**config.mk**
```make
export PLATFORM = sky130hd
export DESIGN_NAME = bmem_arbiter
export DESIGN_NICKNAME = d
export VERILOG_FILES = /design/src/rtl/bmem_arbiter.sv
export SDC_FILE = /design/constraint.sdc
export NUM_CORES = 1
export LEC_CHECK = 0
export ABC_AREA = 0
export BUFFER_PORTS_ARGS = -buffer_cell sky130_fd_sc_hd__buf_2
export CORE_AREA = 4 4 394 396
export DETAILED_ROUTE_END_ITERATION = 10
export DIE_AREA = 0 0 398 400
export PLACE_DENSITY_LB_ADDON = 0.15
export SYNTH_ARGS = -nofsm -noshare
export SYNTH_HDL_FRONTEND = slang
export SYNTH_SLANG_ARGS = --single-unit
export TNS_END_PERCENT = 10
```
**constraint.sdc**
```tcl
create_clock -name clk -period 8.15 [get_ports clk]
set_clock_uncertainty 0.2 [all_clocks]
set_input_delay 0.4075 -clock clk [delete_from_list [all_inputs] [get_ports clk]]
set_output_delay 0.4075 -clock clk [all_outputs]
set_load 0.05 [all_outputs]
```
**src/rtl/bmem_arbiter.sv**
```systemverilog
// Round-robin arbiter that serialises whole-cacheline read/write requests from
// several cache channels onto one burst memory port, BEATS beats per line.
module bmem_arbiter #(
  parameter int NUM_PORTS  = 2,
  parameter int LINE_WIDTH = 256,
  parameter int BMEM_WIDTH = 64
) (
  input  logic                                 clk,
  input  logic                                 rst,
  input  logic [NUM_PORTS-1:0][31:0]           req_address,
  input  logic [NUM_PORTS-1:0]                 req_read,
  input  logic [NUM_PORTS-1:0]                 req_write,
  input  logic [NUM_PORTS-1:0][LINE_WIDTH-1:0] req_wdata,
  output logic [LINE_WIDTH-1:0]                rsp_rdata,
  output logic [NUM_PORTS-1:0]                 rsp_resp,
  output logic [31:0]                          bmem_address,
  output logic                                 bmem_read,
  output logic                                 bmem_write,
  output logic [BMEM_WIDTH-1:0]                bmem_wdata,
  input  logic [BMEM_WIDTH-1:0]                bmem_rdata,
  input  logic                                 bmem_resp
);

  localparam int          BEATS     = LINE_WIDTH / BMEM_WIDTH;
  localparam int          CNT_W     = $clog2(BEATS);
  localparam int          PTR_W     = (NUM_PORTS > 1) ? $clog2(NUM_PORTS) : 1;
  localparam logic [31:0] ADDR_MASK = ~(32'(LINE_WIDTH / 8) - 32'd1);

  typedef enum logic [1:0] {IDLE, READ, WRITE, DONE} state_t;

  state_t                 r_state;
  logic [PTR_W-1:0]       r_ptr;
  logic [PTR_W-1:0]       r_grant;
  logic [CNT_W-1:0]       r_cnt;
  logic                   r_bmem_read;
  logic                   r_bmem_write;
  logic [NUM_PORTS-1:0]   r_rsp;
  logic [31:0]            r_addr;
  logic [LINE_WIDTH-1:0]  r_wline;
  logic [LINE_WIDTH-1:0]  r_rline;

  logic [NUM_PORTS-1:0]   w_pend;
  logic                   w_found;
  logic [PTR_W-1:0]       w_gidx;
  logic                   w_last;

  function automatic logic [PTR_W-1:0] wrap_idx(input int base, input int off);
    return PTR_W'((base + off) % NUM_PORTS);
  endfunction

  assign w_pend = req_read | req_write;
  assign w_last = (r_cnt == CNT_W'(BEATS - 1));

  // First pending channel at or after the pointer, wrapping around.
  always_comb begin
    w_found = 1'b0;
    w_gidx  = '0;
    for (int i = 0; i < NUM_PORTS; i++) begin
      if (!w_found && w_pend[wrap_idx(int'(r_ptr), i)]) begin
        w_found = 1'b1;
        w_gidx  = wrap_idx(int'(r_ptr), i);
      end
    end
  end

  always_ff @(posedge clk) begin
    if (rst) begin
      r_state      <= IDLE;
      r_ptr        <= '0;
      r_grant      <= '0;
      r_cnt        <= '0;
      r_bmem_read  <= 1'b0;
      r_bmem_write <= 1'b0;
      r_rsp        <= '0;
    end else begin
      case (r_state)
        IDLE: begin
          if (w_found) begin
            r_grant <= w_gidx;
            r_ptr   <= wrap_idx(int'(w_gidx), 1);
            if (req_write[w_gidx]) begin
              r_state      <= WRITE;
              r_bmem_write <= 1'b1;
            end else begin
              r_state     <= READ;
              r_bmem_read <= 1'b1;
            end
          end
        end
        READ: begin
          if (bmem_resp) begin
            if (w_last) begin
              r_state     <= DONE;
              r_bmem_read <= 1'b0;
              r_rsp       <= NUM_PORTS'(1) << r_grant;
            end else begin
              r_cnt <= r_cnt + 1'b1;
            end
          end
        end
        WRITE: begin
          if (bmem_resp) begin
            if (w_last) begin
              r_state      <= DONE;
              r_bmem_write <= 1'b0;
              r_rsp        <= NUM_PORTS'(1) << r_grant;
            end else begin
              r_cnt <= r_cnt + 1'b1;
            end
          end
        end
        DONE: begin
          r_state <= IDLE;
          r_cnt   <= '0;
          r_rsp   <= '0;
        end
        default: r_state <= IDLE;
      endcase
    end
  end

  // Line datapath: no reset, outputs below are gated by the registered controls.
  always_ff @(posedge clk) begin
    if (r_state == IDLE && w_found) begin
      r_addr  <= req_address[w_gidx];
      r_wline <= req_wdata[w_gidx];
    end
    if (r_state == READ && bmem_resp) begin
      r_rline[int'(r_cnt) * BMEM_WIDTH +: BMEM_WIDTH] <= bmem_rdata;
    end
  end

  assign bmem_read    = r_bmem_read;
  assign bmem_write   = r_bmem_write;
  assign rsp_resp     = r_rsp;
  assign bmem_address = (r_bmem_read | r_bmem_write) ? (r_addr & ADDR_MASK) : '0;
  assign bmem_wdata   = r_bmem_write ? r_wline[int'(r_cnt) * BMEM_WIDTH +: BMEM_WIDTH] : '0;
  assign rsp_rdata    = (|r_rsp) ? r_rline : '0;

endmodule

```
==> Word-level counts from Yosys, hierarchy flattened <==
Cells that the tools add are included.
{ "op_classes": {"magnitude_cmp": 3, "bitwise_logic": 2, "add_sub_neg": 4, "n_eq_ne": 14, "mux": 37, "n_reduce_logical": 16, "shift": 4} }
{ "ops": {"columns": ["op", "n"], "rows": [
  ["2-to-1 mux 256 bit", 3],
  ["bitwise mux 256 bit", 1],
  ["variable shift 64 x 33 -> 256 bit, first input constant", 1],
  ["variable part select 256 x 9 -> 64 bit", 1],
  ["variable part select 64 x 33 -> 256 bit", 1],
  ["2-to-1 mux 32 bit", 3],
  ["2-to-1 mux 64 bit", 1],
  ["negator 8 -> 33 bit", 1],
  ["2-to-1 mux 1 bit", 16],
  ["2-to-1 mux 2 bit", 8],
  ["inequality test 2 bit, second input constant", 8],
  ["AND reduction 5 bit", 2],
  ["AND reduction 3 bit", 3],
  ["case mux 2 bit (2 select lines)", 2],
  ["== test 2 bit, second input constant", 3],
  ["< comparator 1 x 2 -> 1 bit, second input constant", 3],
  ["case mux 2 bit (3 select lines)", 1],
  ["nonzero test 2 bit", 3],
  ["inequality test 2 x 1 -> 1 bit, second input constant", 2],
  ["case mux 1 bit (2 select lines)", 2],
  ["OR reduction 2 bit", 2],
  ["logical AND 1 bit", 3],
  ["adder 1 bit, second input constant", 2],
  ["adder 2 x 1 -> 2 bit, second input constant", 1],
  ["7 further kinds", 7]
]} }
{ "word_totals": {"regBits": 554, "output_inout_bits": 356, "wordCells": 90} }

==> Depth between registers and ports, before layout <==
{ "logic_depth": {"ltp_word": 12, "depth_mapped": 7, "ltp_nobuf": 6} }

==> Worst setup path before layout <==
No wires, ideal clock.
{ "synth_timing": {"path_type": "register to register", "startpoint": "register r_state[0]", "endpoint": "register r_addr[10], enable pin", "arrival_time_ps": 6274, "required_ps": 7316, "stages_incl_launch_ff": 5, "slack_ps": 1041, "period_less_slack_ps": 7109, "path_cell_list": "dfxtp_1 inv_1 ha_1 nand2b_1 inv_1"} }
{ "synth_between": {"elab_chain_len": 2} }
{ "synth_rtl": {"columns": ["item", "line_no", "text"], "rows": [
  ["start, declared", "31", "state_t r_state;"],
  ["start signal, assigned", "68", "r_state <= IDLE;"],
  ["start signal, assigned", "82", "r_state <= WRITE;"],
  ["start signal, assigned", "85", "r_state <= READ;"],
  ["logical NOT 2 bit", "124", "if (r_state == IDLE && w_found) begin"],
  ["logical AND 1 bit", "124", null],
  ["end signal, assigned", "125", "r_addr <= req_address[w_gidx];"],
  ["end, declared", "38", "logic [31:0] r_addr;"]
]} }
No other way between the ends.
A chain may end at the register's enable or synchronous reset.

==> Worst setup path in the final report <==
{ "layout_timing": {"startpoint": "register r_cnt[0]", "endpoint": "output port bmem_wdata[12]"} }
{ "layout_between": {"elab_chain_len": 2} }
{ "layout_rtl": {"columns": ["item", "line_no", "text"], "rows": [
  ["start, declared", "34", "logic [CNT_W-1:0] r_cnt;"],
  ["start signal, assigned", "97", "r_cnt <= r_cnt + 1'b1;"],
  ["start signal, assigned", "108", "r_cnt <= r_cnt + 1'b1;"],
  ["variable part select 256 x 9 -> 64 bit", "137", "assign bmem_wdata = r_bmem_write ? r_wline[int'(r_cnt) * BMEM_WIDTH +: BMEM_WIDTH] : '0;"],
  ["2-to-1 mux 64 bit", "137", null],
  ["end, declared", "19", "output logic [BMEM_WIDTH-1:0] bmem_wdata,"]
]} }
No other way between the ends.

==> impl_summary.log <==
INFO  metric clock_tree_from_tritoncts = yes
INFO  metric place_area = 33,200 µm²
INFO  metric synth_common_cells = nand2_1 (854), edfxtp_1 (539), and2_1 (321)
INFO  metric via_per_inst = 3.76
INFO  metric fin_crit_sh = 51.6%
INFO  metric critical_path.startpoint_type = register
INFO  metric cts_hold_buffers = 633
INFO  metric worst-r2r-cell-count = 6
INFO  metric end_kind = output pin
INFO  metric clock_path_buffers = 3
INFO  metric drv_slew = 0
INFO  metric maxClockFrequency = 238 MHz
INFO  metric status = finished clean
INFO  metric drv.max_cap_violation_count = 0
INFO  metric wirelength = 115,000 µm
INFO  metric synth.most_common_cell = nand2_1
INFO  metric synth_edf_count = 539
INFO  metric hold_class = primary input to register
INFO  metric area_of_the_core = 152,000 µm²
INFO  metric finalCoreUtilization = 27.5%
INFO  metric post-route-worst-setup-slack = 3.95 ns
INFO  metric vias = 22,400
INFO  metric share_of_post_route_cells_with_drive_strength_above_1 = 30.2%
INFO  metric yosys.cell_types.count = 38
INFO  metric io_pins = 1,003
INFO  metric clock_tree_root = clkbuf_16
INFO  metric detail_route.wl_per_cell = 19.3 µm
INFO  metric clk_pin_slew_worst_paths = 0.05 ns
INFO  metric power_density = 275 nW/µm²
INFO  metric power_switching = 4040 µW
INFO  metric leakagePower = 0.0180 µW
INFO  metric synth_sequential_area_ratio = 62.9%
INFO  metric reg2reg_from = r_ptr$_SDFFE_PP0P_
INFO  metric num-fill-cells = 16,200
INFO  metric max-slew-margin-rel = 25.6%
INFO  metric globalRoute.totalOverflow = 0
INFO  metric critical_path_required = 7.54 ns
INFO  metric avgSynthCellArea = 11.4 µm²
INFO  metric cts_num_sinks = 549
INFO  metric switching_share = 35.2%
INFO  metric vias_in_the_first_global_route = 23,500
INFO  metric postLayoutCellArea = 41,700 µm²
INFO  metric groute.usage.overall = 13.9%
INFO  metric synth.largest_area_cell = edfxtp_1
INFO  metric drtAntennaViolNets = 0
INFO  metric placement_stage_worst_setup_slack = 4.49 ns
INFO  metric gp_routability_congestion = 0.825
INFO  metric cts_repair_resizes = 0
INFO  metric clk-insertion-delay-late = 0.67 ns
INFO  metric yosysWarningCount = 0
INFO  metric grt_pass1_wl = 161,000 µm
INFO  metric sequential_group_share_of_total_power = 38.7%
INFO  metric synthFlopType = edfxtp_1
INFO  metric number_of_antenna_violations_at_the_first_check_in_global_routing = 47
INFO  metric area_growth = 60.2%
INFO  metric postSynthRegisterBits = 549
INFO  metric hold_violations = 0
INFO  metric setup_total_negative_slack = 0 ns
INFO  metric die_width = 398 µm
INFO  metric critical_path.startpoint = r_cnt[0]$_SDFFE_PP0P_
INFO  metric netlist_instances = 2,290
INFO  metric io_buffer_count = 987
INFO  metric drtIter0Drc = 1,049
INFO  metric route.detailed.drc = 0
INFO  metric rsz0062_at_grt = false
INFO  metric total_power = 11,500 µW
INFO  metric die_height = 400 µm
INFO  metric path_class = register to output pin
INFO  metric dr.pass1.iters = 7
INFO  metric worstPathArrival = 3.59 ns
INFO  metric post_cts.repair.setup_buffers = 0
INFO  metric hpwlAfterDp = 83,300 µm
INFO  metric dieArea = 159,000 µm²
INFO  metric tritoncts.num_buffers = 72
INFO  metric cts.htree.levels = 3
INFO  metric power.combinational.fraction = 35.0%
INFO  metric rows = 143
INFO  metric critical_path_peak_fanout = 36
INFO  metric worst-r2r-setup-slack = 4.47 ns
INFO  metric p_int = 7440 µW
INFO  metric worstMarginPinSlew = 1.12 ns
INFO  metric timing.final.crit_period = 4.20 ns
INFO  metric relative_contribution_of_the_clock_network_to_total_power = 26.3%
INFO  metric netlist_top_cells_area = edfxtp_1 (62%), nand2_1 (12%), and2_1 (7.7%), nor2b_1 (6.8%), mux4_2 (5.5%)
INFO  metric critical_path_capture_point = bmem_wdata[12]
INFO  metric worstReg2RegEnd = r_wline[76]$_DFFE_PP_
INFO  metric initial_standard_cell_utilization_of_the_core = 17.2%
INFO  metric syn-cell-area = 26,000 µm²
INFO  metric grt_max_degree = 204
INFO  metric irDropWorstVdd = 260 µV
INFO  metric design.final.nets = 4,524
INFO  metric finalSetupViolations = 0
INFO  metric ys_async_sr_fraction = 0%
INFO  metric yosys.area.top_type_share = 62.2%
-- sequential cells by signal, indices dropped and copies added, names as in the netlist --
signal / cells
rsp_resp: 2
r_grant: 1
bmem_read: 1
r_cnt: 2
r_wline: 256
r_addr: 27
bmem_write: 1
r_ptr: 1
r_rline: 256
r_state: 2
-- per-stage QoR --
| step | hold WS, ns | cells |
|---|---|---|
| after floorplan | 0.290 | 2294 |
| after global placement | 0.326 | 5189 |
| after detailed placement | 0.334 | 5189 |
| after CTS | 0.0451 | 5951 |
| after global routing | 0.105 | 5958 |
| final | 0.142 | 5971 |
-- power by group through the flow --
stage	Clock [µW]	Combinational [µW]	Sequential [µW]
2_1_floorplan	0	2320	4590
3_3_place_gp	0	3550	4490
3_5_place_dp	0	3550	4510
4_1_cts	3150	4150	4460
5_1_grt	3260	4390	4510
6_report	3010	4020	4440
-- cell usage in the layout, fill, tap and decap left out, drive strengths merged, types with 11 or more instances in the layout --
master / count
edfxtp: 539
and2: 321
ha: 11
clkinv: 23
mux4: 64
diode: 20
nand2: 854
nor2b: 285
dlygate4sd3: 633
buf: 1011
clkbuf: 97
nor2: 13
-- area by class of cell --
| class | instances | area, µm² | share of cell area [%] |
|---|---|---|---|
| clock buffer | 97 | 1900 | 4.54 |
| clock inverter | 32 | 280 | 0.672 |
| sequential | 549 | 16400 | 39.3 |
| timing repair buffer | 1644 | 11500 | 27.6 |
| multi-input combinational | 1594 | 9020 | 21.6 |
| inverter | 5 | 26.3 | 0.0630 |
| antenna | 20 | 50.0 | 0.120 |
| tap | 2030 | 2540 | 6.09 |
-- critical path: stages (launching register included) --
cell and delay [ns]:
dfxtp_4 0.33, buf_4 0.59, buf_4 0.75, mux4_2 0.59, and2_1 0.27, buf_2 0.26
-- worst min path at each step --
stage                           startpoint                       end  slack, ns  depth (start not counted)
floorplan             r_grant$_SDFFE_PP0P_  rsp_resp[1]$_SDFFE_PP0P_       0.29                          2
global placement    bmem_read$_SDFFE_PP0P_    bmem_read$_SDFFE_PP0P_       0.33                          2
detailed placement  bmem_read$_SDFFE_PP0P_    bmem_read$_SDFFE_PP0P_       0.33                          2
CTS                           req_write[1]   bmem_write$_SDFFE_PP0P_       0.05                          4
global route                   req_read[1]   bmem_write$_SDFFE_PP0P_       0.11                          4
finish                        req_write[1]   bmem_write$_SDFFE_PP0P_       0.14                          4
-- cells by family after synthesis --
logic type | synth area share (%)
buf+inv | 2.73
simple gates | 27.7
compound gates | 0.524
mux | 5.57
fa+ha+maj | 0.529
flops | 62.9
other cells | 0.0144
-- layer usage --
| layer | routed length [µm] | global-route usage (%) |
|---|---|---|
| met2 | 56900 | 24.0 |
| met4 | 3800 | 5.54 |
| met1 | 45100 | 15.9 |
| met5 | 139 | 0 |
| met3 | 9240 | 4.32 |
Power figures use the tool's default switching activity.
